`config.mk`:
```
export PLATFORM = sky130hd
export DESIGN_NAME = tc_sequencer_flat
export DESIGN_NICKNAME = d
export VERILOG_FILES = /design/src/rtl/tc_sequencer_if.sv /design/src/rtl/tc_sequencer.sv /design/src/flat_wrapper.sv
export SDC_FILE = /design/constraint.sdc
export NUM_CORES = 1
export LEC_CHECK = 0
export CAP_MARGIN = 30
export CORE_UTILIZATION = 47
export CTS_BUF_LIST = sky130_fd_sc_hd__clkbuf_4 sky130_fd_sc_hd__clkbuf_8
export DETAILED_ROUTE_END_ITERATION = 10
export PLACE_DENSITY = 0.79
export SLEW_MARGIN = 20
export SYNTH_ARGS = -nofsm -noshare
export SYNTH_HDL_FRONTEND = slang
export SYNTH_SLANG_ARGS = --single-unit
```
`constraint.sdc`:
```
create_clock -name i_clk -period 1.9 [get_ports i_clk]
set_input_delay 0.19 -clock i_clk [delete_from_list [all_inputs] [get_ports i_clk]]
set_output_delay 0.19 -clock i_clk [all_outputs]
set_load 0.01 [all_outputs]
```
`src/rtl/tc_sequencer_if.sv`:
```
// Sequencer-side bundle: request inputs, ADC and converter handshakes, published result and status.
// master = tc_sequencer, slave = the surrounding front-end / converter / consumer.
`timescale 1ns/1ps
interface tc_sequencer_if;
    logic        i_enable;
    logic        i_trigger;
    logic        i_clear;
    logic        o_adc_start;
    logic        i_adc_valid;
    logic [9:0]  i_adc_code;
    logic        o_calc_start;
    logic [9:0]  o_calc_code;
    logic        i_calc_done;
    logic [19:0] i_calc_temp;
    logic [19:0] o_temp;
    logic        o_temp_valid;
    logic        o_busy;
    logic [2:0]  o_status;

    modport master (
        input  i_enable, i_trigger, i_clear,
        output o_adc_start,
        input  i_adc_valid, i_adc_code,
        output o_calc_start, o_calc_code,
        input  i_calc_done, i_calc_temp,
        output o_temp, o_temp_valid, o_busy, o_status
    );

    modport slave (
        output i_enable, i_trigger, i_clear,
        input  o_adc_start,
        output i_adc_valid, i_adc_code,
        input  o_calc_start, o_calc_code,
        output i_calc_done, i_calc_temp,
        input  o_temp, o_temp_valid, o_busy, o_status
    );
endinterface

```
`src/rtl/tc_sequencer.sv`:
```
// Thermocouple measurement sequencer: tick/trigger -> 2^AVG_LOG2 ADC samples -> average -> converter -> o_temp.
// Latency: request at t gives o_temp_valid at t+2N+1+(ADC and converter wait cycles); t+2N+5 with 1/3-cycle responders.
// Backpressure: none; one request is queued while busy, further ones are dropped and flagged; waits abort after TIMEOUT.
`timescale 1ns/1ps
module tc_sequencer #(
    parameter int SAMPLE_DIV = 1000,
    parameter int AVG_LOG2   = 2,
    parameter int TIMEOUT    = 64
) (
    input  logic           i_clk,
    input  logic           i_rst,
    tc_sequencer_if.master bus
);
    localparam int TW = $clog2(SAMPLE_DIV);
    localparam int WW = $clog2(TIMEOUT);
    localparam int AW = 10 + AVG_LOG2;
    localparam int CW = AVG_LOG2 + 1;
    localparam logic [TW-1:0] TIMER_LAST = TW'(SAMPLE_DIV - 1);
    localparam logic [WW-1:0] WAIT_LAST  = WW'(TIMEOUT - 1);
    localparam logic [CW-1:0] SAMP_LAST  = CW'((1 << AVG_LOG2) - 1);

    typedef enum logic [2:0] {
        IDLE      = 3'd0,
        ADC_REQ   = 3'd1,
        ADC_WAIT  = 3'd2,
        CALC_REQ  = 3'd3,
        CALC_WAIT = 3'd4
    } state_t;

    state_t          state_q, state_d;
    logic [TW-1:0]   timer_q;
    logic            tick;
    logic            req;
    logic            pending_q;
    logic            overrun;
    logic [AW-1:0]   acc_q;
    logic [AW-1:0]   acc_sum;
    logic [CW-1:0]   samp_q;
    logic [WW-1:0]   wait_q;
    logic            start_meas;
    logic            take_sample;
    logic            last_sample;
    logic            adc_to;
    logic            calc_to;
    logic            calc_ok;

    assign tick    = bus.i_enable && (timer_q == TIMER_LAST);
    assign req     = tick || bus.i_trigger;
    assign overrun = req && (state_q != IDLE) && pending_q;
    // Accumulator is wide enough for 2^AVG_LOG2 full-scale codes, so this never wraps.
    assign acc_sum = acc_q + AW'(bus.i_adc_code);

    always_ff @(posedge i_clk) begin
        if (i_rst) begin
            state_q <= IDLE;
        end else begin
            state_q <= state_d;
        end
    end

    always_comb begin
        state_d     = state_q;
        start_meas  = 1'b0;
        take_sample = 1'b0;
        last_sample = 1'b0;
        adc_to      = 1'b0;
        calc_to     = 1'b0;
        calc_ok     = 1'b0;
        case (state_q)
            IDLE: begin
                if (req || pending_q) begin
                    start_meas = 1'b1;
                    state_d    = ADC_REQ;
                end
            end
            ADC_REQ: state_d = ADC_WAIT;
            ADC_WAIT: begin
                if (bus.i_adc_valid) begin
                    take_sample = 1'b1;
                    if (samp_q == SAMP_LAST) begin
                        last_sample = 1'b1;
                        state_d     = CALC_REQ;
                    end else begin
                        state_d = ADC_REQ;
                    end
                end else if (wait_q == WAIT_LAST) begin
                    adc_to  = 1'b1;
                    state_d = IDLE;
                end
            end
            CALC_REQ: state_d = CALC_WAIT;
            CALC_WAIT: begin
                if (bus.i_calc_done) begin
                    calc_ok = 1'b1;
                    state_d = IDLE;
                end else if (wait_q == WAIT_LAST) begin
                    calc_to = 1'b1;
                    state_d = IDLE;
                end
            end
            default: state_d = IDLE;
        endcase
    end

    always_comb begin
        bus.o_adc_start  = 1'b0;
        bus.o_calc_start = 1'b0;
        bus.o_busy       = 1'b1;
        case (state_q)
            IDLE:     bus.o_busy       = 1'b0;
            ADC_REQ:  bus.o_adc_start  = 1'b1;
            CALC_REQ: bus.o_calc_start = 1'b1;
            default:  bus.o_busy       = 1'b1;
        endcase
    end

    always_ff @(posedge i_clk) begin
        if (i_rst) begin
            timer_q          <= '0;
            pending_q        <= 1'b0;
            acc_q            <= '0;
            samp_q           <= '0;
            wait_q           <= '0;
            bus.o_calc_code  <= '0;
            bus.o_temp       <= '0;
            bus.o_temp_valid <= 1'b0;
            bus.o_status     <= '0;
        end else begin
            if (!bus.i_enable || tick) begin
                timer_q <= '0;
            end else begin
                timer_q <= timer_q + TW'(1);
            end

            // In IDLE any request (or the held one) is consumed by start_meas this cycle.
            if (state_q == IDLE) begin
                pending_q <= 1'b0;
            end else if (req) begin
                pending_q <= 1'b1;
            end

            if (start_meas) begin
                acc_q  <= '0;
                samp_q <= '0;
            end else if (take_sample) begin
                acc_q  <= acc_sum;
                samp_q <= samp_q + CW'(1);
            end

            if (state_q == ADC_WAIT || state_q == CALC_WAIT) begin
                wait_q <= wait_q + WW'(1);
            end else begin
                wait_q <= '0;
            end

            if (last_sample) begin
                bus.o_calc_code <= acc_sum[AVG_LOG2 +: 10];
            end

            if (calc_ok) begin
                bus.o_temp <= bus.i_calc_temp;
            end
            bus.o_temp_valid <= calc_ok;

            // Events raised in the same cycle as i_clear survive it.
            bus.o_status <= (bus.i_clear ? 3'b000 : bus.o_status) | {overrun, calc_to, adc_to};
        end
    end
endmodule

```
`src/flat_wrapper.sv`:
```
// flat-port wrapper written by rule: the top's interface ports become plain ports
module tc_sequencer_flat 
#(
    parameter int SAMPLE_DIV = 1000,
    parameter int AVG_LOG2   = 2,
    parameter int TIMEOUT    = 64
)
  (i_clk, i_rst, bus_i_enable, bus_i_trigger, bus_i_clear, bus_o_adc_start, bus_i_adc_valid, bus_i_adc_code, bus_o_calc_start, bus_o_calc_code, bus_i_calc_done, bus_i_calc_temp, bus_o_temp, bus_o_temp_valid, bus_o_busy, bus_o_status);
  tc_sequencer_if bus_i ();
  input  logic i_clk;
  input  logic i_rst;
  input wire logic [$bits(bus_i.i_enable)-1:0] bus_i_enable;
  input wire logic [$bits(bus_i.i_trigger)-1:0] bus_i_trigger;
  input wire logic [$bits(bus_i.i_clear)-1:0] bus_i_clear;
  output wire logic [$bits(bus_i.o_adc_start)-1:0] bus_o_adc_start;
  input wire logic [$bits(bus_i.i_adc_valid)-1:0] bus_i_adc_valid;
  input wire logic [$bits(bus_i.i_adc_code)-1:0] bus_i_adc_code;
  output wire logic [$bits(bus_i.o_calc_start)-1:0] bus_o_calc_start;
  output wire logic [$bits(bus_i.o_calc_code)-1:0] bus_o_calc_code;
  input wire logic [$bits(bus_i.i_calc_done)-1:0] bus_i_calc_done;
  input wire logic [$bits(bus_i.i_calc_temp)-1:0] bus_i_calc_temp;
  output wire logic [$bits(bus_i.o_temp)-1:0] bus_o_temp;
  output wire logic [$bits(bus_i.o_temp_valid)-1:0] bus_o_temp_valid;
  output wire logic [$bits(bus_i.o_busy)-1:0] bus_o_busy;
  output wire logic [$bits(bus_i.o_status)-1:0] bus_o_status;
  assign bus_i.i_enable = bus_i_enable;
  assign bus_i.i_trigger = bus_i_trigger;
  assign bus_i.i_clear = bus_i_clear;
  assign bus_o_adc_start = bus_i.o_adc_start;
  assign bus_i.i_adc_valid = bus_i_adc_valid;
  assign bus_i.i_adc_code = bus_i_adc_code;
  assign bus_o_calc_start = bus_i.o_calc_start;
  assign bus_o_calc_code = bus_i.o_calc_code;
  assign bus_i.i_calc_done = bus_i_calc_done;
  assign bus_i.i_calc_temp = bus_i_calc_temp;
  assign bus_o_temp = bus_i.o_temp;
  assign bus_o_temp_valid = bus_i.o_temp_valid;
  assign bus_o_busy = bus_i.o_busy;
  assign bus_o_status = bus_i.o_status;
  tc_sequencer #(.SAMPLE_DIV(SAMPLE_DIV), .AVG_LOG2(AVG_LOG2), .TIMEOUT(TIMEOUT)) u_core (.i_clk(i_clk), .i_rst(i_rst), .bus(bus_i));
endmodule
```
==> After elaboration in Yosys (flattened, before gate mapping) <==
Index checks and enable logic that the tools add are counted.
Widths: inputs -> output; s select.
{ "totals": {"ff_bits": 69, "in_bits": 37, "wordCells": 62} }
{ "op_classes": {"n_addsub": 4, "n_eq_ne": 8, "muxes": 24, "bitwise": 2, "n_reduce_logical": 14} }
{ "op_table": {"columns": ["cell", "count"], "rows": [
  ["$mux 1", 17],
  ["$mux 3", 5],
  ["$pmux 3 s5", 1],
  ["$add 12x10->12", 1],
  ["$add 10x1->10 const B", 1],
  ["$eq 10x10->1 const B", 1],
  ["$eq 3x2->1 const B", 3],
  ["$reduce_or 2->1", 4],
  ["$add 6x1->6 const B", 1],
  ["$eq 6x6->1 const B", 1],
  ["$logic_or 1x1->1", 4],
  ["$add 3x1->3 const B", 1],
  ["$eq 3x1->1 const B", 1],
  ["$eq 3x3->1 const B", 1],
  ["$logic_and 1x1->1", 3],
  ["$logic_not 3->1", 1],
  ["$or 3x3->3", 1],
  ["$reduce_bool 3->1", 1],
  ["$mux 2", 1],
  ["$ne 2x1->1 const B", 1],
  ["$logic_not 1->1", 1],
  ["$not 1->1", 1]
]} }

==> Longest topological paths before layout <==
{ "logic_depth": {"depth_word": 7, "mapped_depth": 8, "depth_no_buf": 8} }

==> Worst setup path after synthesis <==
Ideal clock, no wire load.
{ "synth_timing": {"kind": "reg2reg", "start": "reg u_core.acc_q[4]", "end": "reg u_core.bus.o_calc_code[9]", "setup_ns": 0.122, "arrival_time_ns": 1.734, "slack_ns": 0.044, "path_stages_with_launch": 7, "path_buffers": 0, "cell_sequence": "dfxtp_1 > ha_1 > o211ai_2 > o21bai_2 > o2111ai_4 > or4_1 > o311a_1"} }
{ "synth_between": {"elab_chain_len": 1} }
{ "synth_lines": {"columns": ["element", "line", "source"], "rows": [
  ["from (decl)", "tc_sequencer.sv:36", "logic [AW-1:0] acc_q;"],
  ["from (signal assigned)", "tc_sequencer.sv:146", "acc_q <= acc_sum;"],
  ["$add 12x10->12", "tc_sequencer.sv:51", "assign acc_sum = acc_q + AW'(bus.i_adc_code);"],
  ["to (signal assigned)", "tc_sequencer.sv:157", "bus.o_calc_code <= acc_sum[AVG_LOG2 +: 10];"],
  ["to (decl)", "tc_sequencer_if.sv:24", "output o_calc_start, o_calc_code,"]
]} }
No other way between the ends.
A chain may end at the register's enable or synchronous reset.

==> Final worst setup path <==
{ "layout_timing": {"start": "reg u_core.acc_q[0]", "end": "reg u_core.bus.o_calc_code[8]"} }
Same word-level chain as after synthesis.

==> out/metrics.cfg <==
[outcome]
status = finished with violations
violations = design-rule violations, negative setup slack

[route]
num_vias = 3119
wl_per_cell_um = 14.7
drtAntennaViolNets = 0
drtPass1Iterations = 9
drt_wl_total_um = 8330
drt-initial-drc-count = 164
vias_per_cell = 5.51
drc_errors = 8

[worst_setup_path]
ff2ff_path_depth = 8
crit_path_max_incr_delay_ns = 0.34
crit_start = u_core.acc_q[0]
critical-path-slowest-cell = dfxtp_2
required_ns = 2.12
cp-end-kind = flip-flop
critPathArrivalTime_ns = 2.15
cp_cell_sequence = ha_4 -> inv_2 -> fa_2 -> nor2b_4 -> o2111a_2 -> o21ba_4 -> o21a_1 -> o41ai_2
rr_endpoint = u_core.bus.o_calc_code[8]
cp_max_fo = 4
crit_type = reg2reg
r2r-start = u_core.acc_q[0]
cp-start-kind = flip-flop
reg2reg_slack_ns = -0.03
critPathCapture = u_core.bus.o_calc_code[8]

[pwr]
power.leakage_uw = 0.00170
design_power_total_uw = 3170
ir_worst_vdd_mv = 0.458
powerDensity_mw_per_mm2 = 681

[synthesis]
async_reset_ff_share_pct = 0
syn-instance-count = 384
ys_ff_latch = 69
synth_nets = 436
yosys_warnings = 0
avgSynthCellArea_um2 = 8.33
synth.distinct_cells = 50
ys_seq_area_share_pct = 43.2
synth_edf_count = 0
netlist_area_mm2 = 0.00320
ys.flop_type = dfxtp_1

[layout]
instances_no_fill = 566
regArea_mm2 = 0.00139
multi_input_area_mm2 = 0.00188
drive_above_1_share_pct = 18.2
fillerInstances = 482
finish.instance_area_mm2 = 0.00465
antenna_cells = 0
nets = 537
areaGrowthSynthToFinish_pct = 45.4

[cts]
cts_tree = built
max-clock-path-buffers = 2
cts_buffers = 9
cts.clk_slew.worst_paths_ns = 0.08
cts_hold_buf = 0
cts.sinks = 69
cts-root-buf = clkbuf_8
cts-htree-levels = 3
clk_latency_ns = 0.34

[floorplanning]
die_area_mm2 = 0.00714
die_x_um = 84.5
num_io_pins = 74
rows = 29
die_h_um = 84.5
initial_utilization_pct = 49.6
core-area_mm2 = 0.00646

[timing]
slew_violations = 0
finalClockSkew_ns = 0.00972
final-setup-viol-count = 3
worstMarginPinSlew_ns = 0.406
setup_tns_ns = -0.0403
timing.final.crit_share_pct = 101
whs_ns = 0.393
max_freq_mhz = 519
slew_headroom_pct = 72.7
hold_viol = 0
rsz0062_at_grt = true
fin_crit_ns = 1.93
worst_slack_ns = -0.0262

[placement]
placed_cell_area_mm2 = 0.00420
gp_congestion = 0.808
numPortBuffers = 73
dp_hpwl_um = 5690
dp.cells = 546

[hold_path]
hold_class = in2reg
hold_start = bus_i_calc_temp[11]

[global_route]
antenna_found_initial = 0
overflow = 0
grt_util_all_layers_pct = 23.4
grt_max_degree = 22
grt_pass1_wl_um = 13400
grt_pass1_vias = 2943

[flow_run]
cap_viol_max_count = 0

## placed cells by master, fill, tap and decap left out, types with 6 or more instances in the layout
cell type	instances
nor3_1	6
clkdlybuf4s50_1	72
ha_1	9
dfxtp_2	7
nand3_1	13
nor2_1	32
a21oi_1	44
and3_1	8
nand2_1	73
xnor2_1	14
buf_4	34
inv_1	8
clkbuf_8	10
dfxtp_1	62
## synthesized netlist by cell type (all sizes together) (6+ instances only)
cell | instances | area share, %
nor2 | 32 | 3.8
ha | 14 | 5.5
nand3 | 15 | 2.3
clkbuf | 15 | 1.8
dfxtp | 69 | 43
a21oi | 47 | 7.3
or3 | 6 | 1.2
and3 | 9 | 1.8
nand2 | 73 | 8.6
o21ai | 7 | 1.1
a211oi | 6 | 1.4
inv | 9 | 1.1
nor3 | 7 | 1.1
xnor2 | 14 | 3.8
## cell families after synthesis
logic type               after synthesis  synth area share [%]
flip-flops                            69                  43.2
buffers and inverters                 29                  3.64
AND/OR/NAND/NOR                      164                  23.7
XOR/XNOR                              19                  5.20
AO/OA/AOI/OAI                         86                  17.6
adder cells (fa/ha/maj)               15                  6.10
multiplexers                           2                 0.626
## metrics by stage
stage	utilization, %	setup WS, ns
after floorplan	-	0.0444
after detailed placement	65.0	-0.502
after CTS	70.0	-0.0374
after global routing	72.0	-0.100
final	72.0	-0.0262
after global placement	65.0	-0.332
## worst min path at each step
stage                                  to  cells past startpoint  slack [ns]
global placement        u_core.timer_q[0]                      1        0.43
finish              u_core.bus.o_temp[11]                      3        0.39
global route        u_core.bus.o_temp[10]                      3        0.39
CTS                 u_core.bus.o_temp[11]                      3        0.38
detailed placement      u_core.timer_q[0]                      1        0.44
floorplan            u_core.bus.o_temp[0]                      2        0.33
## critical path: cells and delay by family, from the launching register on
kind / cells / cell delay, ns
DFF: 1 / 0.34
adders and majority gates: 2 / 0.40
AOI/OAI and AO/OA: 4 / 0.95
and+or+nand+nor: 1 / 0.06
buffers and inverters: 1 / 0.05
## flip-flops by register name (all words and copies together), names as in the netlist
| name | count |
|---|---|
| u_core.acc_q | 12 |
| u_core.bus.o_calc_code | 10 |
| u_core.bus.o_status | 3 |
| u_core.bus.o_temp | 20 |
| u_core.bus.o_temp_valid | 1 |
| u_core.pending_q | 1 |
| u_core.samp_q | 3 |
| u_core.state_q | 3 |
| u_core.timer_q | 10 |
| u_core.wait_q | 6 |
## repair_timing
item	4_1_cts	5_1_grt
pin swaps	7	20
resized for setup	16	25
buffers inserted	4	3
endpoints found under the setup margin	9	16
## per-layer routing
layer / wire [um] / track usage, % / vias to the layer above
met5: 0 / 0 / -
met1: 3650 / 29.3 / 1475
met3: 530 / 6.00 / 18
li1: - / - / 1528
met2: 3970 / 38.7 / 98
met4: 176 / 9.09 / 0
## report_power, final
group          internal [uW]  switching, uW  leakage [uW]  total, uW
Clock                    772            551      0.000109       1320
Sequential              1460           19.1      0.000560       1480
Combinational            192            171       0.00103        363
## final cells by class
type / count / area share, %
Sequential cell: 69 / 29.9
Tap cell: 77 / 2.07
Multi-Input combinational cell: 286 / 40.5
Timing Repair Buffer: 110 / 22.1
Clock inverter: 5 / 1.83
Clock buffer: 10 / 2.96
Inverter: 9 / 0.726
Note: power is estimated with default switching activity, not from simulation.
